`config.mk`:
```
export PLATFORM = sky130hd
export DESIGN_NAME = branch_ctrl
export DESIGN_NICKNAME = d
export VERILOG_FILES = /design/src/rtl/branch_ctrl_pkg.sv /design/src/rtl/branch_decide.sv /design/src/rtl/branch_ctrl.sv
export SDC_FILE = /design/constraint.sdc
export NUM_CORES = 1
export LEC_CHECK = 0
export ABC_AREA = 1
export CORE_MARGIN = 4
export CORE_UTILIZATION = 32
export CTS_BUF_LIST = sky130_fd_sc_hd__clkbuf_8
export DETAILED_ROUTE_END_ITERATION = 12
export HOLD_SLACK_MARGIN = 0.08
export PLACE_DENSITY = 0.78
export SYNTH_ARGS = -nofsm -noshare
export SYNTH_HDL_FRONTEND = slang
export SYNTH_HIERARCHICAL = 1
export SYNTH_SLANG_ARGS = --single-unit
```
`constraint.sdc`:
```
create_clock -name clk -period 1.1 [get_ports clk]
set_input_delay 0.11 -clock clk [delete_from_list [all_inputs] [get_ports clk]]
set_output_delay 0.11 -clock clk [all_outputs]
set_load 0.01 [all_outputs]
```
`src/rtl/branch_ctrl_pkg.sv`:
```
// branch_ctrl_pkg
// Shared definitions for the execute-stage branch controller:
//   - comparator result encodings (CMP_GT, CMP_LT, CMP_EQ, CMP_INV)
//   - branch funct3 codes (F3_BEQ .. F3_BGEU)
//   - controller state encoding (IDLE, REDIRECT, KILL)
package branch_ctrl_pkg;

  // Comparator result encodings
  localparam logic [1:0] CMP_GT  = 2'b00;
  localparam logic [1:0] CMP_LT  = 2'b01;
  localparam logic [1:0] CMP_EQ  = 2'b10;
  localparam logic [1:0] CMP_INV = 2'b11;

  // Branch funct3 codes
  localparam logic [2:0] F3_BEQ  = 3'b000;
  localparam logic [2:0] F3_BNE  = 3'b001;
  localparam logic [2:0] F3_BLT  = 3'b100;
  localparam logic [2:0] F3_BGE  = 3'b101;
  localparam logic [2:0] F3_BLTU = 3'b110;
  localparam logic [2:0] F3_BGEU = 3'b111;

  // Controller states
  typedef enum logic [1:0] {
    IDLE     = 2'b00,
    REDIRECT = 2'b01,
    KILL     = 2'b10
  } state_t;

endpackage

```
`src/rtl/branch_decide.sv`:
```
// branch_decide
// Purely combinational branch condition decode.
// Ports:
//   funct3     in  3  branch funct3
//   cmp_result in  2  comparator result (00 a>b, 01 a<b, 10 a==b, 11 invalid)
//   taken      out 1  branch condition holds
//   illegal    out 1  funct3 is not a defined branch (010/011)
module branch_decide
  import branch_ctrl_pkg::*;
(
  input  logic [2:0] funct3,
  input  logic [1:0] cmp_result,
  output logic       taken,
  output logic       illegal
);

  logic eq;
  logic lt;

  // An invalid comparator result decodes as neither equal nor less-than.
  assign eq = (cmp_result == CMP_EQ);
  assign lt = (cmp_result == CMP_LT);

  always_comb begin
    taken   = 1'b0;
    illegal = 1'b0;
    case (funct3)
      F3_BEQ:            taken = eq;
      F3_BNE:            taken = !eq;
      F3_BLT, F3_BLTU:   taken = lt;
      F3_BGE, F3_BGEU:   taken = !lt;
      default:           illegal = 1'b1;  // 010 / 011
    endcase
  end

endmodule

```
`src/rtl/branch_ctrl.sv`:
```
// branch_ctrl
// Execute-stage branch/jump resolution controller. Resolves the branch in EX,
// issues a handshaked PC redirect to fetch, then holds flush for a window of
// FLUSH_CYCLES pipeline-advance cycles to kill wrong-path instructions.
// Optional macro BRANCH_CTRL_PERF_EN enables the three performance counters;
// without it the perf ports read 0 and no counter flops exist.
// Ports:
//   clk, rst                 clock, synchronous active-high reset
//   ex_valid, ex_stall       EX occupancy / pipeline hold
//   ex_is_branch/jal/jalr    instruction class
//   ex_funct3, ex_target     branch funct3, computed target
//   cmp_result, cmp_unsigned shared comparator result / signedness select
//   redirect_valid/ready/pc  redirect handshake to fetch
//   flush                    kill IF/ID contents
//   misalign, illegal_br     one-cycle pulses, one cycle after resolve
//   perf_*                   performance counters
module branch_ctrl
  import branch_ctrl_pkg::*;
#(
  parameter int          FLUSH_CYCLES = 2,
  parameter logic [31:0] RESET_PC     = 32'h0000_0000
) (
  input  logic        clk,
  input  logic        rst,
  input  logic        ex_valid,
  input  logic        ex_stall,
  input  logic        ex_is_branch,
  input  logic        ex_is_jal,
  input  logic        ex_is_jalr,
  input  logic [2:0]  ex_funct3,
  input  logic [31:0] ex_target,
  input  logic [1:0]  cmp_result,
  output logic        cmp_unsigned,
  output logic        redirect_valid,
  input  logic        redirect_ready,
  output logic [31:0] redirect_pc,
  output logic        flush,
  output logic        misalign,
  output logic        illegal_br,
  output logic [31:0] perf_branches,
  output logic [31:0] perf_taken,
  output logic [31:0] perf_flush_cyc
);

  localparam logic [2:0] FLUSH_LOAD = 3'(FLUSH_CYCLES);

  state_t      state_reg, state_next;
  logic [2:0]  kill_cnt_reg, kill_cnt_next;
  logic [31:0] redirect_pc_reg, redirect_pc_next;
  logic        misalign_reg, misalign_next;
  logic        illegal_reg, illegal_next;

  logic        cond_taken;
  logic        cond_illegal;
  logic        resolve;
  logic        taken;
  logic [31:0] target;

  assign cmp_unsigned = ex_funct3[1];

  branch_decide u_decide (
    .funct3     (ex_funct3),
    .cmp_result (cmp_result),
    .taken      (cond_taken),
    .illegal    (cond_illegal)
  );

  // Only IDLE resolves; anything in EX during REDIRECT/KILL is wrong-path.
  assign resolve = ex_valid & !ex_stall & (state_reg == IDLE)
                 & (ex_is_branch | ex_is_jal | ex_is_jalr);
  assign taken   = ex_is_jal | ex_is_jalr | (ex_is_branch & cond_taken);
  assign target  = {ex_target[31:1], ex_target[0] & !ex_is_jalr};

  always_comb begin
    state_next       = state_reg;
    kill_cnt_next    = kill_cnt_reg;
    redirect_pc_next = redirect_pc_reg;
    misalign_next    = resolve & taken & (target[1:0] != 2'b00);
    illegal_next     = resolve & ex_is_branch & cond_illegal;
    case (state_reg)
      IDLE: begin
        if (resolve && taken) begin
          redirect_pc_next = target;
          state_next       = REDIRECT;
        end
      end
      REDIRECT: begin
        if (redirect_ready) begin
          kill_cnt_next = FLUSH_LOAD;
          state_next    = KILL;
        end
      end
      KILL: begin
        // The window counts advancing cycles only; stalled cycles keep
        // the same wrong-path instructions in flight.
        if (!ex_stall) begin
          kill_cnt_next = kill_cnt_reg - 3'd1;
          if (kill_cnt_reg <= 3'd1) begin
            kill_cnt_next = 3'd0;
            state_next    = IDLE;
          end
        end
      end
      default: state_next = IDLE;
    endcase
  end

  always_ff @(posedge clk) begin
    if (rst) begin
      state_reg       <= IDLE;
      kill_cnt_reg    <= 3'd0;
      redirect_pc_reg <= RESET_PC;
      misalign_reg    <= 1'b0;
      illegal_reg     <= 1'b0;
    end else begin
      state_reg       <= state_next;
      kill_cnt_reg    <= kill_cnt_next;
      redirect_pc_reg <= redirect_pc_next;
      misalign_reg    <= misalign_next;
      illegal_reg     <= illegal_next;
    end
  end

  assign redirect_valid = (state_reg == REDIRECT);
  assign flush          = (state_reg != IDLE);
  assign redirect_pc    = redirect_pc_reg;
  assign misalign       = misalign_reg;
  assign illegal_br     = illegal_reg;

`ifdef BRANCH_CTRL_PERF_EN
  logic [31:0] perf_branches_reg;
  logic [31:0] perf_taken_reg;
  logic [31:0] perf_flush_cyc_reg;

  always_ff @(posedge clk) begin
    if (rst) begin
      perf_branches_reg  <= '0;
      perf_taken_reg     <= '0;
      perf_flush_cyc_reg <= '0;
    end else begin
      if (resolve)         perf_branches_reg  <= perf_branches_reg + 32'd1;
      if (resolve && taken) perf_taken_reg    <= perf_taken_reg + 32'd1;
      if (flush)           perf_flush_cyc_reg <= perf_flush_cyc_reg + 32'd1;
    end
  end

  assign perf_branches  = perf_branches_reg;
  assign perf_taken     = perf_taken_reg;
  assign perf_flush_cyc = perf_flush_cyc_reg;
`else
  assign perf_branches  = '0;
  assign perf_taken     = '0;
  assign perf_flush_cyc = '0;
`endif

endmodule

```
# After elaboration in Yosys (flattened, before gate mapping)
# Index checks and enable logic that the tools add are counted.
# totals
inputBits	45
wordCells	60
out_inout_bits	133
reg_bits	39
# classes
eq_ne	13
magnitude_cmp	1
muxes	11
reduce_logical	16
addsub	1
bitwise_logic	13
# ops
operator	n
$eq A3 B3 Y1 const B	4
$and A1 B1 Y1	9
$mux W3	3
$mux W2	4
$pmux W2 S3	1
$pmux W3 S2	1
$reduce_bool A2 Y1	3
$reduce_or A6 Y1	1
$eq A2 B1 Y1 const B	2
$eq A2 B2 Y1 const B	2
$logic_not A1 Y1	4
$ne A2 B1 Y1 const B	2
$ne A2 B2 Y1 const B	2
$or A1 B1 Y1	4
$pmux W1 S4	1
$reduce_and A4 Y1	1
$reduce_or A2 Y1	2
$eq A3 B1 Y1 const B	1
$le A3 B1 Y1 const B	1
$logic_not A3 Y1	1
$reduce_and A3 Y1	1
$sub A3 B1 Y3 const B	1
$logic_not A2 Y1	1
$reduce_and A2 Y1	1
other kinds (2)	2

# Depth between registers and ports, before layout
# logic_depth
word_depth	8
mapped_depth	12
mapped_depth_nobuf	11

# By module
# The synthesis kept the hierarchy.
# modules_own_cells
module	area_per_inst_um2	n_inst	seq_area_each_um2	cells_each
branch_ctrl	2403.6	1	780.7	311
branch_decide	71.3	1	0.0	17

# Worst setup path after synthesis
# No wires, ideal clock.
# synth_timing
path_type	register to register
from	register state_reg[1]
to	register redirect_pc_reg[16] (netlist: redirect_pc[16])
arrival_time_ps	953
path_slack_ps	15
period_less_slack_ps	1085
path_buffers	1
path_stages_with_launch	8
setup_time_ps	132
t_required_ps	968
cell_sequence	dfxtp_1 > inv_2 > nand2_4 > nor2_8 > nand3_4 > buf_4 > nand2_1 > a21oi_1
# synth_via
elab_chain_cells	5
# synth_rtl
element	line_no	source
from (decl)	branch_ctrl.sv:47	state_t state_reg, state_next;
from (signal assigned)	branch_ctrl.sv:116	state_reg <= state_next;
$logic_not A2 Y1 (*)	branch_ctrl.sv:69, branch_ctrl.sv:80	
$and A1 B1 Y1	branch_ctrl.sv:69	assign resolve = ex_valid & !ex_stall & (state_reg == IDLE)
$and A1 B1 Y1	branch_ctrl.sv:70	& (ex_is_branch | ex_is_jal | ex_is_jalr);
$logic_and A1 B1 Y1	branch_ctrl.sv:82	if (resolve && taken) begin
$reduce_and A2 Y1 (no source line) (*)	--	
to (signal assigned)	branch_ctrl.sv:118	redirect_pc_reg <= redirect_pc_next;
to (decl)	branch_ctrl.sv:49	logic [31:0] redirect_pc_reg, redirect_pc_next;
# Every way passes the cells marked *; elsewhere a longest branch is shown, timed or not.
# A chain may end at the register's enable or synchronous reset.

# Final worst setup path
# layout_timing
from	register state_reg[0]
to	register redirect_pc_reg[11] (netlist: redirect_pc[11])
# Same word-level chain as after synthesis.

==> reports/metrics.cfg <==
[outcome]
status=finished with violations
violations=setup timing

[setup_path]
rr_worst_depth=8
rr_startpoint=state_reg[0]
end_kind=register
r2r_slack_ns=-0.17
endpoint=redirect_pc[11]
worst_ep_required_time_ns=1.28
reg2reg_to=redirect_pc[11]
crit_fanout=5
start_kind=register
crit_type=register to register
crit_start=state_reg[0]
cp.arrival_ns=1.45

[placed_design]
portBuffers=81
hpwl_mm=4.719
post_dp_cell_area_sq_um=3146
dp_cells=508
finalWeightedCongestion=0.7670

[power_and_ir_drop]
p_total_mw=3.671
pwr_density_cell_nw_per_um2=1002
vdd_drop_max_mv=0.5118
p_leak_nw=1.755

[floorplanning]
rows=31
die_h_um=95.95
fp.dieW_um=95.95
dieArea_sq_um=9205
core_region_area_sq_um=7370
start_util_pct=33.58
io_pins=178

[sta]
fmax_mhz=787.5
finClkSkew_ns=0.004443
rsz0062_at_grt=true
report.final.slew_viol_count=0
setup_viol=37
hold_viol=0
setup_slack_ns=-0.1698
fin_crit_sh_pct=115.4
period_needed_ns=1.270

[detailed_routing]
first_iter_violations=64
firstDrtPassIters=6
wl_mm=6.763
via_per_inst=4.198
ant_nets=0
vias=2229
drt_drc_violations_left=0
routedWlPerCell_um=12.74

[layout]
n_fill_cell=744
multi_input_area_sq_um=1403
area_growth_pct=48.08
layout-drive-gt1-share_pct=27.08
nNetsFinal=478
antenna_cells=0
largest_reg_flops=32
regArea_sq_um=789.5
fin_area_sq_um=3665
final_cells=531
final_core_util_pct=49.73

[yosys]
syn-mean-instance-area_sq_um=7.545
synth_top_area_share_pct=31.55
syn_inst=328
seq_area_frac_synth_pct=31.55
synth.area.top_cells=dfxtp_1, buf_4, nand4_1
ys_types=20
ys_ff_latch=39
netlist_area_sq_um=2475
synth_warnings=6
yosys.area.top_type=dfxtp_1

[global_route]
grt_max_degree=23
grt_first_pass_wirelength_mm=9.818
grt_usage_pct=13.63
grt_pass1_vias=2023
antenna_found_initial=0
grt-ovfl-total=0

[cts]
cts_root_buf=clkbuf_8
clockBufferDepth=2
htreeDepth=2
cts_tree=yes
cts_buffers=5
clk_latency_ns=0.28
clkTransAtPathRegs_ns=0.08
cts.sinks=39

[worst_hold_path]
hp-start=ex_funct3[2]
holdCritPathClass=input pin to register

[job]
cap_viol_max_count=0

==> worst min path at each step <==
stage	to	depth (start not counted)
2_1_floorplan	illegal_br	2
5_1_grt	illegal_br	5
4_1_cts	illegal_br	5
3_3_place_gp	redirect_pc[16]	2
6_report	illegal_br	5
3_5_place_dp	redirect_pc[27]	2
==> worst max-delay path, cell delays in order, from the launching register on <==
cell and delay (ns):
dfxtp_2 0.33, inv_2 0.08, nand2_4 0.07, nor2_8 0.13, nand3_4 0.11, buf_12 0.16
clkbuf_16 0.16, nand2_2 0.06, a21oi_2 0.05
==> through the flow <==
| stage | hold WS (ns) | setup WS, ns | TNS [ns] |
|---|---|---|---|
| 2_1_floorplan | 0.2586 | 0.01469 | 0 |
| 3_3_place_gp | 0.4454 | -0.4994 | -17.76 |
| 3_5_place_dp | 0.4497 | -0.5572 | -18.85 |
| 4_1_cts | 0.3565 | -0.1829 | -5.437 |
| 5_1_grt | 0.3804 | -0.2071 | -6.498 |
| 6_report | 0.3694 | -0.1698 | -4.126 |
==> cell families (layout without fill, tap and decap cells) <==
group | count (synthesis) | count (layout) | share of synthesized area [%]
AND/OR/NAND/NOR | 118 | 118 | 23.96
flip-flops | 39 | 39 | 31.55
adder cells (fa/ha/maj) | 2 | 2 | 1.011
buffers and inverters | 133 | 142 | 36.10
other | 1 | 96 | 0.1515
AO/OA/AOI/OAI | 35 | 35 | 7.229
==> report_power, final <==
part           switching, mW  internal, mW
clock                  0.503         0.434
combinational          0.631         0.547
sequential            0.0612          1.50
==> repair_timing <==
item	4_1_cts	5_1_grt
pin swaps	15	22
setup buffers	9	4
resized for setup	85	59
gates cloned	5	2
endpoints found under the setup margin	72	44
endpoints found under the hold margin	0	0
hold buffers	0	0
==> cell usage in the layout (no fill, tap or decap), types with 2 or more instances in the layout <==
cell,n
buf_4,19
clkbuf_2,2
dfxtp_2,7
buf_6,2
clkbuf_8,5
clkbuf_16,2
nand3_2,2
clkdlybuf4s50_1,40
nand3_1,5
nand2_2,18
dfxtp_1,32
dlygate4sd2_1,33
nand2_4,16
inv_1,16
a21oi_2,19
clkinv_2,3
clkdlybuf4s15_1,4
buf_12,8
nand4_1,35
buf_16,2
nor2_1,9
nand3_4,2
nand2_1,28
inv_2,4
conb_1,96
a21oi_1,15
==> layout make-up <==
| type | count | area share, % |
|---|---|---|
| tap | 99 | 3.380 |
| timing repair buffer | 114 | 32.47 |
| multi-input combinational | 251 | 38.27 |
| clock buffer | 5 | 1.878 |
| inverter | 20 | 2.048 |
| sequential | 39 | 21.54 |
| clock inverter | 3 | 0.4097 |
==> per-layer routing <==
metal / up-vias / wire length, um / global-route usage (%)
met3: 8 / 606 / 4.300
li1: 1089 / - / -
met1: 1028 / 2699 / 16.42
met5: - / 0 / 0
met4: 0 / 72 / 2.962
met2: 104 / 3385 / 23.68
==> synthesized netlist by cell type <==
library cell / n
a21oi_1: 33
a21oi_2: 1
buf_2: 6
buf_4: 103
clkbuf_1: 4
conb_1: 1
dfxtp_1: 39
ha_1: 2
inv_1: 18
inv_2: 2
nand2_1: 57
nand2_2: 4
nand2_4: 1
nand3_1: 8
nand3_4: 1
nand4_1: 35
nor2_1: 9
nor2_2: 2
nor2_8: 1
o21ai_0: 1
No activity file was read; power rests on OpenSTA's default activity.
